==> config.mk <==
export PLATFORM = sky130hd
export DESIGN_NAME = i2c_target_flat
export DESIGN_NICKNAME = d
export VERILOG_FILES = /design/src/rtl/i2c_target_pkg.sv /design/src/rtl/i2c_target_if.sv /design/src/rtl/i2c_line_cond.sv /design/src/rtl/i2c_target.sv /design/src/flat_wrapper.sv
export SDC_FILE = /design/constraint.sdc
export NUM_CORES = 1
export LEC_CHECK = 0
export ABC_CLOCK_PERIOD_IN_PS = 5700
export CAP_MARGIN = 20
export CORE_MARGIN = 5
export CORE_UTILIZATION = 60
export CTS_CLUSTER_SIZE = 14
export DETAILED_ROUTE_END_ITERATION = 10
export PLACE_DENSITY = 0.89
export SETUP_SLACK_MARGIN = 0.1
export SYNTH_ARGS = -nofsm -noshare
export SYNTH_HDL_FRONTEND = slang
export SYNTH_HIERARCHICAL = 1
export SYNTH_SLANG_ARGS = --single-unit
==> constraint.sdc <==
create_clock -name clk -period 5.7 [get_ports clk]
set_input_delay 0.855 -clock clk [delete_from_list [all_inputs] [get_ports clk]]
set_output_delay 0.855 -clock clk [all_outputs]
set_load 0.005 [all_outputs]
==> src/rtl/i2c_target_pkg.sv <==
// Shared types and constants for the I2C register target.
package led_driver_pkg;

    localparam int unsigned ADDR_BITS = 4;
    localparam int unsigned DATA_BITS = 8;
    localparam logic [ADDR_BITS-1:0] REG_LAST = 4'hC;

    typedef enum logic [3:0] {
        IDLE,
        DEVADDR,
        DEVACK,
        CTRL,
        CTRLACK,
        WDATA,
        WACK,
        RDATA,
        RACK
    } state_t;

    // Auto-increment wraps at the last implemented register.
    function automatic logic [ADDR_BITS-1:0] ptr_next(input logic [ADDR_BITS-1:0] p,
                                                      input logic ai);
        if (!ai) return p;
        if (p == REG_LAST) return '0;
        return p + 1'b1;
    endfunction

endpackage

==> src/rtl/i2c_target_if.sv <==
// Register-file bus driven by the I2C target (master side) and served by the register file.
interface i2c_target_if;
    import led_driver_pkg::*;

    logic [ADDR_BITS-1:0] bus_addr;
    logic [DATA_BITS-1:0] bus_wdata;
    logic [DATA_BITS-1:0] bus_rdata;
    logic                 bus_w_en;
    logic                 bus_r_en;

    modport master (output bus_addr, bus_wdata, bus_w_en, bus_r_en, input bus_rdata);
    modport slave  (input bus_addr, bus_wdata, bus_w_en, bus_r_en, output bus_rdata);

endinterface

==> src/rtl/i2c_line_cond.sv <==
// SCL/SDA synchronizers, optional glitch filter (I2C_GLITCH_FILTER_EN) and
// SCL edge / START / STOP detection.
module i2c_line_cond (
    input  logic clk,
    input  logic rst_n,
    input  logic scl_in,
    input  logic sda_in,
    output logic sda,
    output logic scl_rise,
    output logic scl_fall,
    output logic start,
    output logic stop
);

    logic [1:0] scl_sync;
    logic [1:0] sda_sync;
    logic       scl;
    logic       scl_d;
    logic       sda_d;

    always_ff @(posedge clk or negedge rst_n) begin
        if (!rst_n) begin
            scl_sync <= '1;
            sda_sync <= '1;
        end else begin
            scl_sync <= {scl_sync[0], scl_in};
            sda_sync <= {sda_sync[0], sda_in};
        end
    end

`ifdef I2C_GLITCH_FILTER_EN
    logic [1:0] scl_hist;
    logic [1:0] sda_hist;

    // A level is accepted only once three consecutive samples agree.
    always_ff @(posedge clk or negedge rst_n) begin
        if (!rst_n) begin
            scl_hist <= '1;
            sda_hist <= '1;
            scl      <= 1'b1;
            sda      <= 1'b1;
        end else begin
            scl_hist <= {scl_hist[0], scl_sync[1]};
            sda_hist <= {sda_hist[0], sda_sync[1]};
            if (scl_hist == {2{scl_sync[1]}}) scl <= scl_sync[1];
            if (sda_hist == {2{sda_sync[1]}}) sda <= sda_sync[1];
        end
    end
`else
    assign scl = scl_sync[1];
    assign sda = sda_sync[1];
`endif

    always_ff @(posedge clk or negedge rst_n) begin
        if (!rst_n) begin
            scl_d <= 1'b1;
            sda_d <= 1'b1;
        end else begin
            scl_d <= scl;
            sda_d <= sda;
        end
    end

    assign scl_rise = scl & ~scl_d;
    assign scl_fall = ~scl & scl_d;
    assign start    = scl & scl_d & sda_d & ~sda;
    assign stop     = scl & scl_d & ~sda_d & sda;

endmodule

==> src/rtl/i2c_target.sv <==
// I2C target bridging to a register bus: [addr][ctrl: AI|ptr][data...] writes, pointer reads.
// Optional input glitch filter via I2C_GLITCH_FILTER_EN (see i2c_line_cond).
module i2c_target
    import led_driver_pkg::*;
#(
    parameter logic [6:0] DEV_ADDR = 7'h62
) (
    input  logic         clk,
    input  logic         rst_n,
    input  logic         scl_in,
    input  logic         sda_in,
    output logic         sda_oe,
    i2c_target_if.master bus
);

    logic sda, scl_rise, scl_fall, start, stop;

    i2c_line_cond u_line_cond (
        .clk      (clk),
        .rst_n    (rst_n),
        .scl_in   (scl_in),
        .sda_in   (sda_in),
        .sda      (sda),
        .scl_rise (scl_rise),
        .scl_fall (scl_fall),
        .start    (start),
        .stop     (stop)
    );

    state_t               state;
    logic [2:0]           bitcnt;
    logic [DATA_BITS-1:0] shreg;
    logic [ADDR_BITS-1:0] ptr;
    logic                 ai;
    logic                 rw;
    logic [ADDR_BITS-1:0] addr_q;
    logic [DATA_BITS-1:0] wdata_q;
    logic                 w_en_q;
    logic                 r_en_q;
    logic [DATA_BITS-1:0] rx_byte;
    logic                 last_bit;

    assign rx_byte  = {shreg[DATA_BITS-2:0], sda};
    assign last_bit = (bitcnt == 3'd7);

    // ACK states assert SDA on the fall after the 8th bit and leave on the next rise;
    // the following state's first fall then releases or replaces the drive.
    always_ff @(posedge clk or negedge rst_n) begin
        if (!rst_n) begin
            state   <= IDLE;
            bitcnt  <= '0;
            shreg   <= '0;
            ptr     <= '0;
            ai      <= 1'b0;
            rw      <= 1'b0;
            addr_q  <= '0;
            wdata_q <= '0;
            w_en_q  <= 1'b0;
            r_en_q  <= 1'b0;
            sda_oe  <= 1'b0;
        end else begin
            w_en_q <= 1'b0;
            r_en_q <= 1'b0;
            if (r_en_q) shreg <= bus.bus_rdata;
            if (start) begin
                state  <= DEVADDR;
                bitcnt <= '0;
                sda_oe <= 1'b0;
            end else if (stop) begin
                state  <= IDLE;
                sda_oe <= 1'b0;
            end else begin
                case (state)
                    DEVADDR: if (scl_rise) begin
                        shreg  <= rx_byte;
                        bitcnt <= bitcnt + 3'd1;
                        if (last_bit) begin
                            rw    <= sda;
                            state <= (shreg[6:0] == DEV_ADDR) ? DEVACK : IDLE;
                        end
                    end
                    DEVACK: begin
                        if (scl_fall) sda_oe <= 1'b1;
                        if (scl_rise) begin
                            bitcnt <= '0;
                            if (rw) begin
                                state  <= RDATA;
                                r_en_q <= 1'b1;
                                addr_q <= ptr;
                            end else begin
                                state <= CTRL;
                            end
                        end
                    end
                    CTRL: begin
                        if (scl_fall) sda_oe <= 1'b0;
                        if (scl_rise) begin
                            shreg  <= rx_byte;
                            bitcnt <= bitcnt + 3'd1;
                            if (last_bit) begin
                                if (rx_byte[ADDR_BITS-1:0] > REG_LAST) begin
                                    state <= IDLE;
                                end else begin
                                    ai    <= rx_byte[7];
                                    ptr   <= rx_byte[ADDR_BITS-1:0];
                                    state <= CTRLACK;
                                end
                            end
                        end
                    end
                    CTRLACK, WACK: begin
                        if (scl_fall) sda_oe <= 1'b1;
                        if (scl_rise) begin
                            bitcnt <= '0;
                            state  <= WDATA;
                        end
                    end
                    WDATA: begin
                        if (scl_fall) sda_oe <= 1'b0;
                        if (scl_rise) begin
                            shreg  <= rx_byte;
                            bitcnt <= bitcnt + 3'd1;
                            if (last_bit) begin
                                w_en_q  <= 1'b1;
                                addr_q  <= ptr;
                                wdata_q <= rx_byte;
                                ptr     <= ptr_next(ptr, ai);
                                state   <= WACK;
                            end
                        end
                    end
                    RDATA: begin
                        if (scl_fall) begin
                            sda_oe <= ~shreg[DATA_BITS-1];
                            shreg  <= {shreg[DATA_BITS-2:0], 1'b0};
                        end
                        if (scl_rise) begin
                            bitcnt <= bitcnt + 3'd1;
                            if (last_bit) state <= RACK;
                        end
                    end
                    RACK: begin
                        if (scl_fall) sda_oe <= 1'b0;
                        if (scl_rise) begin
                            if (!sda) begin
                                ptr    <= ptr_next(ptr, ai);
                                addr_q <= ptr_next(ptr, ai);
                                r_en_q <= 1'b1;
                                bitcnt <= '0;
                                state  <= RDATA;
                            end else begin
                                state <= IDLE;
                            end
                        end
                    end
                    default: ;
                endcase
            end
        end
    end

    assign bus.bus_addr  = addr_q;
    assign bus.bus_wdata = wdata_q;
    assign bus.bus_w_en  = w_en_q;
    assign bus.bus_r_en  = r_en_q;

endmodule

==> src/flat_wrapper.sv <==
// flat-port wrapper written by rule: the top's interface ports become plain ports
module i2c_target_flat import led_driver_pkg::*;
#(
    parameter logic [6:0] DEV_ADDR = 7'h62
)
  (clk, rst_n, scl_in, sda_in, sda_oe, bus_bus_addr, bus_bus_wdata, bus_bus_w_en, bus_bus_r_en, bus_bus_rdata);
  i2c_target_if bus_i ();
  input  logic clk;
  input  logic rst_n;
  input  logic scl_in;
  input  logic sda_in;
  output logic sda_oe;
  output wire logic [$bits(bus_i.bus_addr)-1:0] bus_bus_addr;
  output wire logic [$bits(bus_i.bus_wdata)-1:0] bus_bus_wdata;
  output wire logic [$bits(bus_i.bus_w_en)-1:0] bus_bus_w_en;
  output wire logic [$bits(bus_i.bus_r_en)-1:0] bus_bus_r_en;
  input wire logic [$bits(bus_i.bus_rdata)-1:0] bus_bus_rdata;
  assign bus_bus_addr = bus_i.bus_addr;
  assign bus_bus_wdata = bus_i.bus_wdata;
  assign bus_bus_w_en = bus_i.bus_w_en;
  assign bus_bus_r_en = bus_i.bus_r_en;
  assign bus_i.bus_rdata = bus_bus_rdata;
  i2c_target #(.DEV_ADDR(DEV_ADDR)) u_core (.clk(clk), .rst_n(rst_n), .scl_in(scl_in), .sda_in(sda_in), .sda_oe(sda_oe), .bus(bus_i));
endmodule
# Word-level counts from Yosys, hierarchy flattened
# Index checks and enable logic that the tools add are counted.
# word_totals
wordCells,182
out_inout_bits,15
inputBits,12
regBits,42
# classes
bitwise,15
add_sub_neg,2
n_lt_le_gt_ge,1
eq_ne,39
reduce_logical,18
n_mux,92
# op_table
cell,n
2-to-1 mux 4 bit,30
inequality test 4 x 1 -> 1 bit (second input constant),14
2-to-1 mux 1 bit,40
2-to-1 mux 8 bit,5
one-hot mux 4 bit (7 select lines),1
2-to-1 mux 3 bit,9
one-hot mux 4 bit (3 select lines),2
== test 4 x 3 -> 1 bit (second input constant),4
inequality test 2 x 1 -> 1 bit (second input constant),8
one-hot mux 8 bit (2 select lines),1
AND reduction 12 bit,1
AND reduction 6 bit,2
AND reduction 10 bit,1
AND reduction 5 bit,2
inequality test 3 x 1 -> 1 bit (second input constant),3
one-hot mux 3 bit (3 select lines),1
AND reduction 9 bit,1
nonzero test 9 bit,1
OR reduction 3 bit,3
== test 4 x 2 -> 1 bit (second input constant),2
== test 4 bit (second input constant),2
inverter 1 bit,8
AND 1 bit,7
== test 7 bit (second input constant),1
other kinds (16),18

# Longest topological paths before layout
# depth
ltp_word,17
mapped_depth,8
ltp_nobuf,7

# Cells and area by module
# Netlist, hierarchy kept.
# modules_own_cells
module,seq_area_each_um2,n_inst,area_per_inst_um2,cells_per_inst
i2c_target,900.9,1,2079.5,211
i2c_line_cond,157.7,1,190.2,10

# Least setup slack after synthesis
# OpenSTA, ideal clock, no wires.
# synth_path
path_type,register to register
start,register u_core.u_line_cond.sda_sync[1]
end,register u_core.shreg[0]
setup_ns,0.126
n_path_buf,2
required_ns,5.574
slack_ns,3.634
arrival_time_ns,1.941
path_stages_with_launch,8
synth_period_minus_slack_ns,2.066
path_cell_list,dfstp_2 > and4b_1 > or2_1 > clkbuf_1 > or2_1 > nor3_4 > buf_4 > o22ai_1
# synth_via
word_cells_on_any_way,7
cone_classes,4 x mux; 3 x bitwise
# synth_lines
item,line_no,rtl
from (decl),i2c_line_cond.sv:16,logic [1:0] sda_sync;
from (signal assigned),i2c_line_cond.sv:27,"sda_sync <= {sda_sync[0], sda_in};"
inverter 1 bit,i2c_line_cond.sv:66,assign start = scl & scl_d & sda_d & ~sda;
AND 1 bit,i2c_line_cond.sv:66,
net u_core.start,i2c_target.sv:16,"logic sda, scl_rise, scl_fall, start, stop;"
2-to-1 mux 8 bit,i2c_target.sv:65,if (start) begin
to (signal assigned),i2c_target.sv:64,if (r_en_q) shreg <= bus.bus_rdata;
to (signal assigned),i2c_target.sv:75,shreg <= rx_byte;
to (signal assigned),i2c_target.sv:98,shreg <= rx_byte;
to (decl),i2c_target.sv:32,logic [DATA_BITS-1:0] shreg;
# The timed path passes the listed nets, and every way through them passes these cells.
# A chain may end at the register's enable or synchronous reset.

# Final worst setup path
# layout_path
start,register u_core.u_line_cond.scl_sync[1]
end,register u_core.wdata_q[1] (netlist: u_core/bus.bus_wdata[1])
# layout_via
word_cells_on_any_way,9
cone_classes,8 x bitwise; 1 x reduce/logical
# layout_lines
item,line_no,rtl
from (decl),i2c_line_cond.sv:15,logic [1:0] scl_sync;
from (signal assigned),i2c_line_cond.sv:26,"scl_sync <= {scl_sync[0], scl_in};"
AND 1 bit,i2c_line_cond.sv:64,assign scl_rise = scl & ~scl_d;
net u_core.scl_rise,i2c_target.sv:16,
AND reduction 5 bit (no source line),n/a,
to (signal assigned),i2c_target.sv:126,wdata_q <= rx_byte;
to (decl),i2c_target.sv:37,logic [DATA_BITS-1:0] wdata_q;
# The timed path passes the listed nets, and every way through them passes these cells.

==> flow_summary_export.csv <==
group,metric,value,unit
timing,slew_headroom,40.7,%
clock_tree,clk_pin_slew,0.08,ns
route,drt-total-wl,4960,um
logic_synthesis,yosys.area.top_type,"dfrtp_1",
pwr,powerDensity,362,nW/um^2
logic_synthesis,ys.warnings.count,6,
cells_and_area,drive_gt1_share,14.0,%
clock_tree,cts.sinks,42,
hold_path,whs_endpoint,"u_core/u_line_cond/scl_sync[1]$_DFF_PN1_",
setup_path,cp_cell_sequence,"nor2b_1 > nor2b_1 > nand3b_1 > nand2b_1 > mux2_2",
clock_tree,clockBufferDepth,2,
clock_tree,clkLatencyLatePin,0.30,ns
flow_run,cap_violations,0,
logic_synthesis,avgSynthCellArea,10.3,um^2
pwr,ir_worst_vdd,0.000193,V
timing,rsz0062_at_grt,"no",
global_routing,antenna_found_initial,0,
clock_tree,post-cts-setup-buffers,0,
floorplanning,die-area,5110,um^2
floorplanning,ioPinCount,27,
logic_synthesis,synthMuxAreaShare,14.3,%
setup_path,crit_arrival,2.62,ns
timing,max_freq,410,MHz
setup_path,r2r_setup_slack,3.26,ns
setup_path,rr_worst_depth,5,
setup_path,startpoint,"u_core/u_line_cond/scl_sync[1]$_DFF_PN1_",
setup_path,rr_startpoint,"u_core/u_line_cond/scl_sync[1]$_DFF_PN1_",
clock_tree,root_buffer,"clkbuf_8",
logic_synthesis,syn_nets,237,
timing,hold_viol,0,
logic_synthesis,synth_top_family_by_area,"simple AND/OR/NAND/NOR gates",
route,wl_per_cell,17.1,um
timing,period_share,42.8,%
timing,tns,0,ns
cells_and_area,postLayoutCellArea,2620,um^2
clock_tree,cts_resized,0,
setup_path,slowest_stage,"dfstp_2",
logic_synthesis,netlist_area,2270,um^2
global_routing,track_usage,21.1,%
floorplanning,core,3660,um^2
floorplanning,start_util,62.0,%
logic_synthesis,synth_common_cells,"dfrtp_1, nand2_1, o21ai_0, mux2_2",
logic_synthesis,async_flop_share,100,%
floorplanning,die_y,71.5,um
setup_path,critPathBufInv,0,
global_routing,first_global_vias,1759,
setup_path,endpoint_kind,"flop",
global_routing,use_met1,27.9,%
setup_path,crit_top_cell,"nor2b_1",
logic_synthesis,yosys-top-cells-area,"dfrtp_1, mux2_2, dfstp_2",
timing,clock_skew,0.00714,ns
cells_and_area,diodes,0,
place,place_hpwl,3290,um
setup_path,worst_path_largest_cell_delay,0.56,ns
timing,period_needed,2.44,ns
logic_synthesis,synth.most_common_cell,"dfrtp_1",
setup_path,path_delay_family,"simple AND/OR/NAND/NOR gates",
timing,fin_hold_ws,0.358,ns
floorplanning,rows,22,
route,dr.pass1.iters,4,
setup_path,cp-start-kind,"flop",
hold_path,hp-start,"u_core/u_line_cond/scl_sync[0]$_DFF_PN1_",
clock_tree,tritoncts,"built",
global_routing,grtUsageMet3,4.91,%
hold_path,hold_depth,0,
logic_synthesis,synth-xor-area-share,0.386,%
place,dp_slack,3.33,ns
setup_path,crit_fanout,10,
route,avgViaCountPerCell,6.19,
global_routing,grt_pass1_wl,8510,um
clock_tree,cts_buffers,5,
outcome,status,"complete, no violations",
setup_path,required,5.88,ns
logic_synthesis,netlist.area_leader.share,39.7,%
cells_and_area,syn2layout_area_growth,15.4,%
cells_and_area,multi_input_area,1110,um^2
pwr,p_leak,1.09,nW
global_routing,use_met2,34.0,%
timing,finalSetupViolations,0,
cells_and_area,regArea,1060,um^2
setup_path,critPathKind,"flop to flop",
global_routing,grt_overflow,0,
route,vias,1794,
global_routing,top_usage_layer,"met2",
place,placed_cell_area,2510,um^2
logic_synthesis,ys.flop_type,"dfrtp_1",
route,drc_errors,0,
logic_synthesis,synth_cell_types,52,
clock_tree,cts_hold_buf,0,
setup_path,r2r-end,"u_core/bus.bus_wdata[1]$_DFFE_PN0P_",
route,drt_iter0_drc,228,
hold_path,min-delay-path-class,"flop to flop",
global_routing,grt_max_degree,43,
route,detail-route-antenna-nets,0,
place,routabilityCongestion,0.937,
logic_synthesis,ys_seq_area_share,46.6,%
timing,setup_ws,3.26,ns
place,numPortBuffers,26,
cells_and_area,fill_cells,264,
clock_tree,cts_max_level,2,
floorplanning,fp.dieW,71.5,um
cells_and_area,layout.nets,257,
logic_synthesis,synthAdderAreaFrac,2.21,%
logic_synthesis,synthCells,221,
logic_synthesis,synth_compound_area_share,14.3,%
timing,worst_pin_slew,0.889,ns
logic_synthesis,synth.ff_latch_count,42,
logic_synthesis,synth-simple-area-share,17.8,%
logic_synthesis,synth_edf_count,0,
timing,slew_viol_final,0,
[worst reg2reg max path, cell delays in order, from the launching register on]
cell and delay [ns]:
dfstp_2 0.56, nor2b_1 0.47, nor2b_1 0.35, nand3b_1 0.15, nand2b_1 0.41, mux2_2 0.39
[metal layers]
layer	vias to the layer above	part of all wire (%)	routed length, um
met1	857	43	2130
met2	90	48	2380
met3	12	6.9	343
met4	0	2.1	102
li1	835	-	-
met5	-	0	0
[report_power, final]
group / internal [mW] / switching [mW]
logic: 0.128 / 0.137
clock network: 0.131 / 0.103
registers: 0.350 / 0.0993
[placed cells by master, fill, tap and decap left out, types with 3 or more instances in the layout]
| master | count |
|---|---|
| a21oi_1 | 10 |
| nor2_1 | 14 |
| nor3_1 | 6 |
| ha_1 | 4 |
| dfstp_2 | 6 |
| dfrtp_1 | 36 |
| nor2b_1 | 6 |
| inv_1 | 7 |
| clkdlybuf4s50_1 | 25 |
| o21ai_0 | 17 |
| clkbuf_8 | 5 |
| mux2_2 | 15 |
| nand2_1 | 20 |
| mux2i_1 | 14 |
| nand3_1 | 3 |
| nand3b_1 | 4 |
[stage by stage]
step	utilization (%)	instances	power, mW
global placement	68.6	282	0.699
CTS	71.6	290	0.948
finish	71.6	290	0.949
global route	71.6	290	1.01
detailed placement	68.6	282	0.711
floorplan	-	221	0.644
[cell families after synthesis]
| kind of cell | count (synthesis) |
|---|---|
| AOI/OAI and AO/OA | 51 |
| xor gates and xnor gates | 1 |
| muxes | 30 |
| and+or+nand+nor | 73 |
| buffers and inverters | 20 |
| DFF | 42 |
| adders and majority gates | 4 |
[registers in the layout, summed over array words and instances (netlist names)]
register,cells
u_core/bus.bus_wdata,8
u_core/shreg,8
u_core/bus.bus_addr,4
u_core/ptr,4
u_core/state,4
u_core/bitcnt,3
u_core/u_line_cond/scl_sync,2
u_core/u_line_cond/sda_sync,2
u_core/ai,1
u_core/bus.bus_r_en,1
u_core/bus.bus_w_en,1
u_core/rw,1
u_core/sda_oe,1
u_core/u_line_cond/scl_d,1
u_core/u_line_cond/sda_d,1
[final cells by class]
| type | count | area share (%) |
|---|---|---|
| inverter | 7 | 1.00 |
| timing repair buffer | 26 | 9.74 |
| sequential | 42 | 40.4 |
| multi-input combinational | 159 | 42.4 |
| clock inverter | 2 | 1.43 |
| tap | 48 | 2.29 |
| clock buffer | 6 | 2.77 |
[worst max path at each step]
stage | slack (ns) | depth (start not counted) | end
6_report | 3.26 | 5 | u_core/bus.bus_wdata[1]$_DFFE_PN0P_
5_1_grt | 3.14 | 6 | u_core/ai$_DFFE_PN0P_
4_1_cts | 3.31 | 5 | u_core/bus.bus_wdata[1]$_DFFE_PN0P_
3_5_place_dp | 3.33 | 6 | u_core/ptr[0]$_DFFE_PN0P_
3_3_place_gp | 3.38 | 5 | u_core/shreg[6]$_DFF_PN0_
2_1_floorplan | 3.63 | 7 | u_core/shreg[0]$_DFF_PN0_
Power figures use the tool's default switching activity.
